File: config.mk
export PLATFORM = sky130hd
export DESIGN_NAME = regfile_write_queue_flat
export DESIGN_NICKNAME = d
export VERILOG_FILES = /design/src/rtl/regfile_pkg.sv /design/src/rtl/regfile_write_queue_if.sv /design/src/rtl/wq_match.sv /design/src/rtl/regfile_write_queue.sv /design/src/flat_wrapper.sv
export SDC_FILE = /design/constraint.sdc
export NUM_CORES = 1
export LEC_CHECK = 0
export ABC_AREA = 1
export CORE_MARGIN = 2
export CORE_UTILIZATION = 60
export CTS_BUF_LIST = sky130_fd_sc_hd__clkbuf_16
export DETAILED_ROUTE_END_ITERATION = 8
export HOLD_SLACK_MARGIN = 0.12
export PLACE_DENSITY = 0.87
export SLEW_MARGIN = 30
export SYNTH_ARGS = -nofsm -noshare
export SYNTH_HDL_FRONTEND = slang
export SYNTH_HIERARCHICAL = 1
export SYNTH_SLANG_ARGS = --single-unit
File: constraint.sdc
create_clock -name CLK -period 14.9 [get_ports CLK]
set_input_delay 3.725 -clock CLK [delete_from_list [all_inputs] [get_ports CLK]]
set_output_delay 3.725 -clock CLK [all_outputs]
set_load 0.02 [all_outputs]
File: src/rtl/regfile_pkg.sv
// Shared types for the register-file write-back queue.
// Latency: n/a (types and constants only).
// Backpressure: n/a.
package regfile_pkg;

    localparam int REG_ADDR_W = 5;
    localparam int REG_DATA_W = 32;
    localparam int WQ_DEPTH   = 4;

    // One queued register write.
    typedef struct packed {
        logic [REG_ADDR_W-1:0] addr;
        logic [REG_DATA_W-1:0] data;
    } wq_entry_t;

    // Circular-buffer pointer; wraps naturally because WQ_DEPTH is a power of two.
    typedef logic [$clog2(WQ_DEPTH)-1:0] wq_ptr_t;

endpackage

File: src/rtl/regfile_write_queue_if.sv
// Bundle of producer handshake, register-file write/read ports and hazard outputs.
// Latency: n/a (wiring only).
// Backpressure: in_ready from the queue; drain_en stalls retirement.
interface regfile_write_queue_if
    import regfile_pkg::*;
#(
    parameter int ADDR_W = REG_ADDR_W,
    parameter int DATA_W = REG_DATA_W,
    parameter int DEPTH  = WQ_DEPTH
);
    logic                       in_valid;
    logic                       in_ready;
    logic [ADDR_W-1:0]          in_addr;
    logic [DATA_W-1:0]          in_data;
    logic                       drain_en;
    logic [ADDR_W-1:0]          A3;
    logic [DATA_W-1:0]          WD3;
    logic                       WE3;
    logic [ADDR_W-1:0]          A1;
    logic [ADDR_W-1:0]          A2;
    logic                       pend1;
    logic                       pend2;
    logic                       fwd_hit1;
    logic [DATA_W-1:0]          fwd_data1;
    logic                       fwd_hit2;
    logic [DATA_W-1:0]          fwd_data2;
    logic [$clog2(DEPTH):0]     count;

    // Queue side.
    modport slave (
        input  in_valid, in_addr, in_data, drain_en, A1, A2,
        output in_ready, A3, WD3, WE3, pend1, pend2,
               fwd_hit1, fwd_data1, fwd_hit2, fwd_data2, count
    );

    // Producer / decode / register-file side.
    modport master (
        output in_valid, in_addr, in_data, drain_en, A1, A2,
        input  in_ready, A3, WD3, WE3, pend1, pend2,
               fwd_hit1, fwd_data1, fwd_hit2, fwd_data2, count
    );
endinterface

File: src/rtl/wq_match.sv
// Looks up an address across valid queue entries: any-hit plus youngest matching data.
// Latency: combinational.
// Backpressure: none.
module wq_match
    import regfile_pkg::*;
#(
    parameter int DEPTH  = WQ_DEPTH,
    parameter bit FWD_EN = 1'b0
)
(
    input  wq_entry_t              entries [DEPTH],
    input  logic [DEPTH-1:0]       valid,
    input  wq_ptr_t                head,
    input  logic [REG_ADDR_W-1:0]  lookup,
    output logic                   hit,
    output logic [REG_DATA_W-1:0]  data
);

    logic [REG_DATA_W-1:0] youngest;
    wq_ptr_t               idx;

    // Walk oldest to youngest so the last match seen is the youngest write.
    always_comb begin
        hit      = 1'b0;
        youngest = '0;
        idx      = '0;
        for (int i = 0; i < DEPTH; i++) begin
            idx = head + wq_ptr_t'(i);
            if (valid[idx] && (entries[idx].addr == lookup)) begin
                hit      = 1'b1;
                youngest = entries[idx].data;
            end
        end
    end

    // Without forwarding the data path is dead; tie it off here so the top stays uniform.
    assign data = FWD_EN ? youngest : '0;

endmodule

File: src/rtl/regfile_write_queue.sv
// In-order write-back queue feeding the register file (A3/WD3/WE3) with read-hazard flags; optional forwarding under REGFILE_WQ_FORWARD_EN.
// Latency: push to WE3 is one cycle minimum; retire, hazard and forward outputs are combinational from state.
// Backpressure: in_ready drops at DEPTH entries (no pop-to-ready bypass); drain_en=0 holds the head entry.
module regfile_write_queue
    import regfile_pkg::*;
#(
    parameter int ADDR_W = REG_ADDR_W,
    parameter int DATA_W = REG_DATA_W,
    parameter int DEPTH  = WQ_DEPTH
)
(
    input  logic                  CLK,
    input  logic                  RESET,
    regfile_write_queue_if.slave  bus
);

    localparam int CNT_W = $clog2(DEPTH) + 1;

`ifdef REGFILE_WQ_FORWARD_EN
    localparam bit FWD_EN = 1'b1;
`else
    localparam bit FWD_EN = 1'b0;
`endif

    // Storage and pointers use the package types, so the geometry must agree with them.
    if (ADDR_W != REG_ADDR_W || DATA_W != REG_DATA_W || DEPTH != WQ_DEPTH) begin : g_bad_geometry
        $error("regfile_write_queue: parameters must match regfile_pkg");
    end

    wq_entry_t             mem_q [DEPTH];
    wq_ptr_t               head_q;
    wq_ptr_t               tail_q;
    logic [CNT_W-1:0]      count_q;
    logic                  empty;
    logic                  full;
    logic                  push;
    logic                  pop;
    logic [DEPTH-1:0]      valid_mask;
    logic [DATA_W-1:0]     match_data1;
    logic [DATA_W-1:0]     match_data2;
    wq_ptr_t               offset;

    assign empty        = (count_q == '0);
    assign full         = (count_q == CNT_W'(DEPTH));
    assign bus.in_ready = !full;
    assign push         = bus.in_valid && !full;
    assign pop          = !empty && bus.drain_en;

    assign bus.WE3   = pop;
    assign bus.A3    = empty ? '0 : mem_q[head_q].addr;
    assign bus.WD3   = empty ? '0 : mem_q[head_q].data;
    assign bus.count = count_q;

    // Slot j is live when its distance from head is below the occupancy.
    always_comb begin
        offset     = '0;
        valid_mask = '0;
        for (int j = 0; j < DEPTH; j++) begin
            offset        = wq_ptr_t'(j) - head_q;
            valid_mask[j] = ({1'b0, offset} < count_q);
        end
    end

    // Queue state: write at tail on push, advance head on retire, track occupancy.
    always_ff @(posedge CLK or posedge RESET) begin
        if (RESET) begin
            head_q  <= '0;
            tail_q  <= '0;
            count_q <= '0;
            for (int k = 0; k < DEPTH; k++) begin
                mem_q[k] <= '0;
            end
        end else begin
            if (push) begin
                mem_q[tail_q] <= '{addr: bus.in_addr, data: bus.in_data};
                tail_q        <= tail_q + 1'b1;
            end
            if (pop) begin
                head_q <= head_q + 1'b1;
            end
            count_q <= count_q + CNT_W'(push) - CNT_W'(pop);
        end
    end

    wq_match #(.DEPTH(DEPTH), .FWD_EN(FWD_EN)) u_match1 (
        .entries (mem_q),
        .valid   (valid_mask),
        .head    (head_q),
        .lookup  (bus.A1),
        .hit     (bus.pend1),
        .data    (match_data1)
    );

    wq_match #(.DEPTH(DEPTH), .FWD_EN(FWD_EN)) u_match2 (
        .entries (mem_q),
        .valid   (valid_mask),
        .head    (head_q),
        .lookup  (bus.A2),
        .hit     (bus.pend2),
        .data    (match_data2)
    );

    assign bus.fwd_hit1  = bus.pend1 & FWD_EN;
    assign bus.fwd_hit2  = bus.pend2 & FWD_EN;
    assign bus.fwd_data1 = match_data1;
    assign bus.fwd_data2 = match_data2;

endmodule
File: src/flat_wrapper.sv
// flat-port wrapper written by rule: the top's interface ports become plain ports
module regfile_write_queue_flat import regfile_pkg::*;
#(
    parameter int ADDR_W = REG_ADDR_W,
    parameter int DATA_W = REG_DATA_W,
    parameter int DEPTH  = WQ_DEPTH
)
  (CLK, RESET, bus_in_valid, bus_in_addr, bus_in_data, bus_drain_en, bus_A1, bus_A2, bus_in_ready, bus_A3, bus_WD3, bus_WE3, bus_pend1, bus_pend2, bus_fwd_hit1, bus_fwd_data1, bus_fwd_hit2, bus_fwd_data2, bus_count);
  regfile_write_queue_if #(.ADDR_W(ADDR_W), .DATA_W(DATA_W), .DEPTH(DEPTH)) bus_i ();
  input  logic CLK;
  input  logic RESET;
  input wire logic [$bits(bus_i.in_valid)-1:0] bus_in_valid;
  input wire logic [$bits(bus_i.in_addr)-1:0] bus_in_addr;
  input wire logic [$bits(bus_i.in_data)-1:0] bus_in_data;
  input wire logic [$bits(bus_i.drain_en)-1:0] bus_drain_en;
  input wire logic [$bits(bus_i.A1)-1:0] bus_A1;
  input wire logic [$bits(bus_i.A2)-1:0] bus_A2;
  output wire logic [$bits(bus_i.in_ready)-1:0] bus_in_ready;
  output wire logic [$bits(bus_i.A3)-1:0] bus_A3;
  output wire logic [$bits(bus_i.WD3)-1:0] bus_WD3;
  output wire logic [$bits(bus_i.WE3)-1:0] bus_WE3;
  output wire logic [$bits(bus_i.pend1)-1:0] bus_pend1;
  output wire logic [$bits(bus_i.pend2)-1:0] bus_pend2;
  output wire logic [$bits(bus_i.fwd_hit1)-1:0] bus_fwd_hit1;
  output wire logic [$bits(bus_i.fwd_data1)-1:0] bus_fwd_data1;
  output wire logic [$bits(bus_i.fwd_hit2)-1:0] bus_fwd_hit2;
  output wire logic [$bits(bus_i.fwd_data2)-1:0] bus_fwd_data2;
  output wire logic [$bits(bus_i.count)-1:0] bus_count;
  assign bus_i.in_valid = bus_in_valid;
  assign bus_i.in_addr = bus_in_addr;
  assign bus_i.in_data = bus_in_data;
  assign bus_i.drain_en = bus_drain_en;
  assign bus_i.A1 = bus_A1;
  assign bus_i.A2 = bus_A2;
  assign bus_in_ready = bus_i.in_ready;
  assign bus_A3 = bus_i.A3;
  assign bus_WD3 = bus_i.WD3;
  assign bus_WE3 = bus_i.WE3;
  assign bus_pend1 = bus_i.pend1;
  assign bus_pend2 = bus_i.pend2;
  assign bus_fwd_hit1 = bus_i.fwd_hit1;
  assign bus_fwd_data1 = bus_i.fwd_data1;
  assign bus_fwd_hit2 = bus_i.fwd_hit2;
  assign bus_fwd_data2 = bus_i.fwd_data2;
  assign bus_count = bus_i.count;
  regfile_write_queue #(.ADDR_W(ADDR_W), .DATA_W(DATA_W), .DEPTH(DEPTH)) u_core (.CLK(CLK), .RESET(RESET), .bus(bus_i));
endmodule
==> flow_metrics.tcl <==
set metrics [dict create \
    die_h_um 137 \
    io_pins 161 \
    arrival_ns 5.51 \
    crit_required_ns 11.18 \
    maxSlewViolCount 0 \
    ir_drop_v 0.000149 \
    n_antenna_cell 0 \
    crit_fanout 6 \
    grt_pass1_wl_um 48400 \
    clk_pin_slew_ns 0.05 \
    rsz0062_at_grt "no" \
    syn_inst 1604 \
    r2r-start "u_core/bus.count[0]$_DFF_PP0_" \
    core_area_um2 17300 \
    drt_first_pass_iters 6 \
    worstMarginPinSlew_ns 1.02 \
    setup_viol_count_final 0 \
    ant_nets 0 \
    drtIter0Drc 1241 \
    overflow 0 \
    max_freq_mhz 108 \
    avgSynthCellArea_um2 6.62 \
    port_buffers 94 \
    placed_area_um2 11000 \
    ys_types 24 \
    root_buffer "clkbuf_16" \
    hold-path-cell-count 2 \
    fin_crit_ns 9.23 \
    dp_cells 1819 \
    finalNetCount 1675 \
    cts_tree "done" \
    power_density_nw_per_um2 250 \
    leakage_uw 0.00633 \
    cts-buffers-inserted 17 \
    critPathKind "in -> out" \
    mostFrequentLayoutCell "nand2_1" \
    finalNonFillerCells 1851 \
    clk_latency_ns 0.43 \
    final_area_um2 11600 \
    fillers 1521 \
    ctsHoldBuffers 0 \
    vias_per_cell 5.77 \
    syn2layout_area_growth_pct 8.95 \
    hold_path_end "u_core/mem_q[115]$_DFFE_PP0P_" \
    rows 48 \
    cts_resized 0 \
    layout-drive-gt1-share_pct 3.38 \
    grtUsageTotal_pct 32.5 \
    layout_common_cells "nand2_1 (732), nand3_1 (202), dfrtp_1 (153)" \
    start_util_pct 61.4 \
    routedWlPerCell_um 16.2 \
    hold_viol_final 0 \
    cts_sinks 155 \
    ctsHtreeMaxLevel 4 \
    cap_violations 0 \
    critPathCaptureType "output port" \
    antenna_found_initial 0 \
    vias 10700 \
    ys_ff_latch 155 \
    min_path_type "reg -> reg" \
    gpl.final_weighted_congestion 0.871 \
    synth_warnings 6 \
    drc 0 \
    whs_ns 0.469 \
    clockBufferDepth 2 \
    wirelength_um 29900 \
    rrSetupSlack_ns 12.22 \
    final.setup.tns_ns 0 \
    grt_pass1_vias 9683 \
    r2r_cells 8 \
    period_share_pct 62.0 \
    die_area_um2 18800 \
    worstSetupStartpointType "input port" \
    min-delay-start "u_core/mem_q[115]$_DFFE_PP0P_" \
    dp_hpwl_um 17700 \
    die_w_um 137 \
    timing.rr.end "u_core/bus.count[2]$_DFF_PP0_" \
    yosysSeqAreaShare_pct 36.5 \
    finalClockSkew_ns 0.00764 \
    postCtsSetupBuffers 0 \
    max_slew_margin_pct 32.1 \
    outcome "finished, final reports clean" \
    grt_max_degree 97 \
    synth_area_um2 10600 \
]
## worst max path at each step
| stage | startpoint | to | slack [ns] | cells past startpoint |
|---|---|---|---|---|
| floorplan | bus_A1[3] | bus_pend1 | 6.87 | 8 |
| global placement | bus_A1[2] | bus_pend1 | 5.68 | 10 |
| detailed placement | bus_A1[2] | bus_pend1 | 5.67 | 10 |
| CTS | bus_A1[2] | bus_pend1 | 5.67 | 10 |
| global route | bus_A1[2] | bus_pend1 | 5.48 | 10 |
| finish | bus_A1[2] | bus_pend1 | 5.67 | 10 |
## worst max-delay path: stages
cell             delay (ns)
clkdlybuf4s50_1        0.59
inv_1                  0.11
nand3_1                0.09
nand2_1                0.05
nor2_1                 0.10
nand3_1                0.09
nand2_1                0.06
inv_1                  0.04
nand2_1                0.05
clkdlybuf4s50_1        0.59
## synthesized netlist by cell type
cell | n | area, µm²
ha_1 | 10 | 125
nand3_1 | 202 | 1010
buf_2 | 43 | 215
a21boi_0 | 2 | 15.0
nor2_1 | 100 | 375
or2_2 | 1 | 6.26
clkbuf_1 | 18 | 67.6
nand4_1 | 148 | 926
buf_4 | 90 | 676
nor2_2 | 1 | 6.26
nand3_2 | 1 | 10.0
nand2_1 | 732 | 2750
nand3_4 | 3 | 52.6
fa_1 | 1 | 20.0
buf_1 | 18 | 67.6
conb_1 | 3 | 11.3
xnor2_1 | 1 | 8.76
o21ai_0 | 9 | 45.0
inv_2 | 5 | 18.8
nand2_2 | 5 | 31.3
buf_6 | 10 | 113
a21oi_1 | 10 | 50.1
dfrtp_1 | 155 | 3880
inv_1 | 36 | 135
## registers in the layout (all words and copies together) (netlist names)
register	count
u_core/bus.count	3
u_core/head_q	2
u_core/mem_q	148
u_core/tail_q	2
## layer usage
metal / global-route usage, % / vias up / share of wire (%)
met5: 0 / - / 0
met3: 5.37 / 62 / 9.1
met2: 52.5 / 554 / 48
met4: 12.4 / 0 / 2.6
met1: 44.0 / 4953 / 40
li1: - / 5114 / -
## kinds of logic after synthesis
logic type,synth area share (%)
other cells,0.106
simple gates,48.7
buf+inv,12.2
xor+xnor,0.0825
compound gates,1.04
fa+ha+maj,1.37
flops,36.5
## area by class of cell
cell class | count | area [µm²] | share of cell area [%]
Clock buffer | 17 | 425 | 3.68
Clock inverter | 15 | 92.6 | 0.801
Timing Repair Buffer | 106 | 1030 | 8.93
Sequential cell | 155 | 3890 | 33.6
Inverter | 41 | 159 | 1.37
Multi-Input combinational cell | 1292 | 5690 | 49.2
Tap cell | 225 | 282 | 2.43
## through the flow
step	setup WS [ns]	power, µW	util (%)
floorplan	6.87	2010	-
global placement	5.68	2440	63.8
detailed placement	5.67	2480	63.9
CTS	5.67	2870	66.8
global route	5.48	3130	66.8
finish	5.67	2890	66.8
## power by group
group          internal [µW]  switching (µW)
logic                    568            1120
clock network            222             163
registers                617             199
total                   1410            1490
Power figures use the tool's default switching activity.
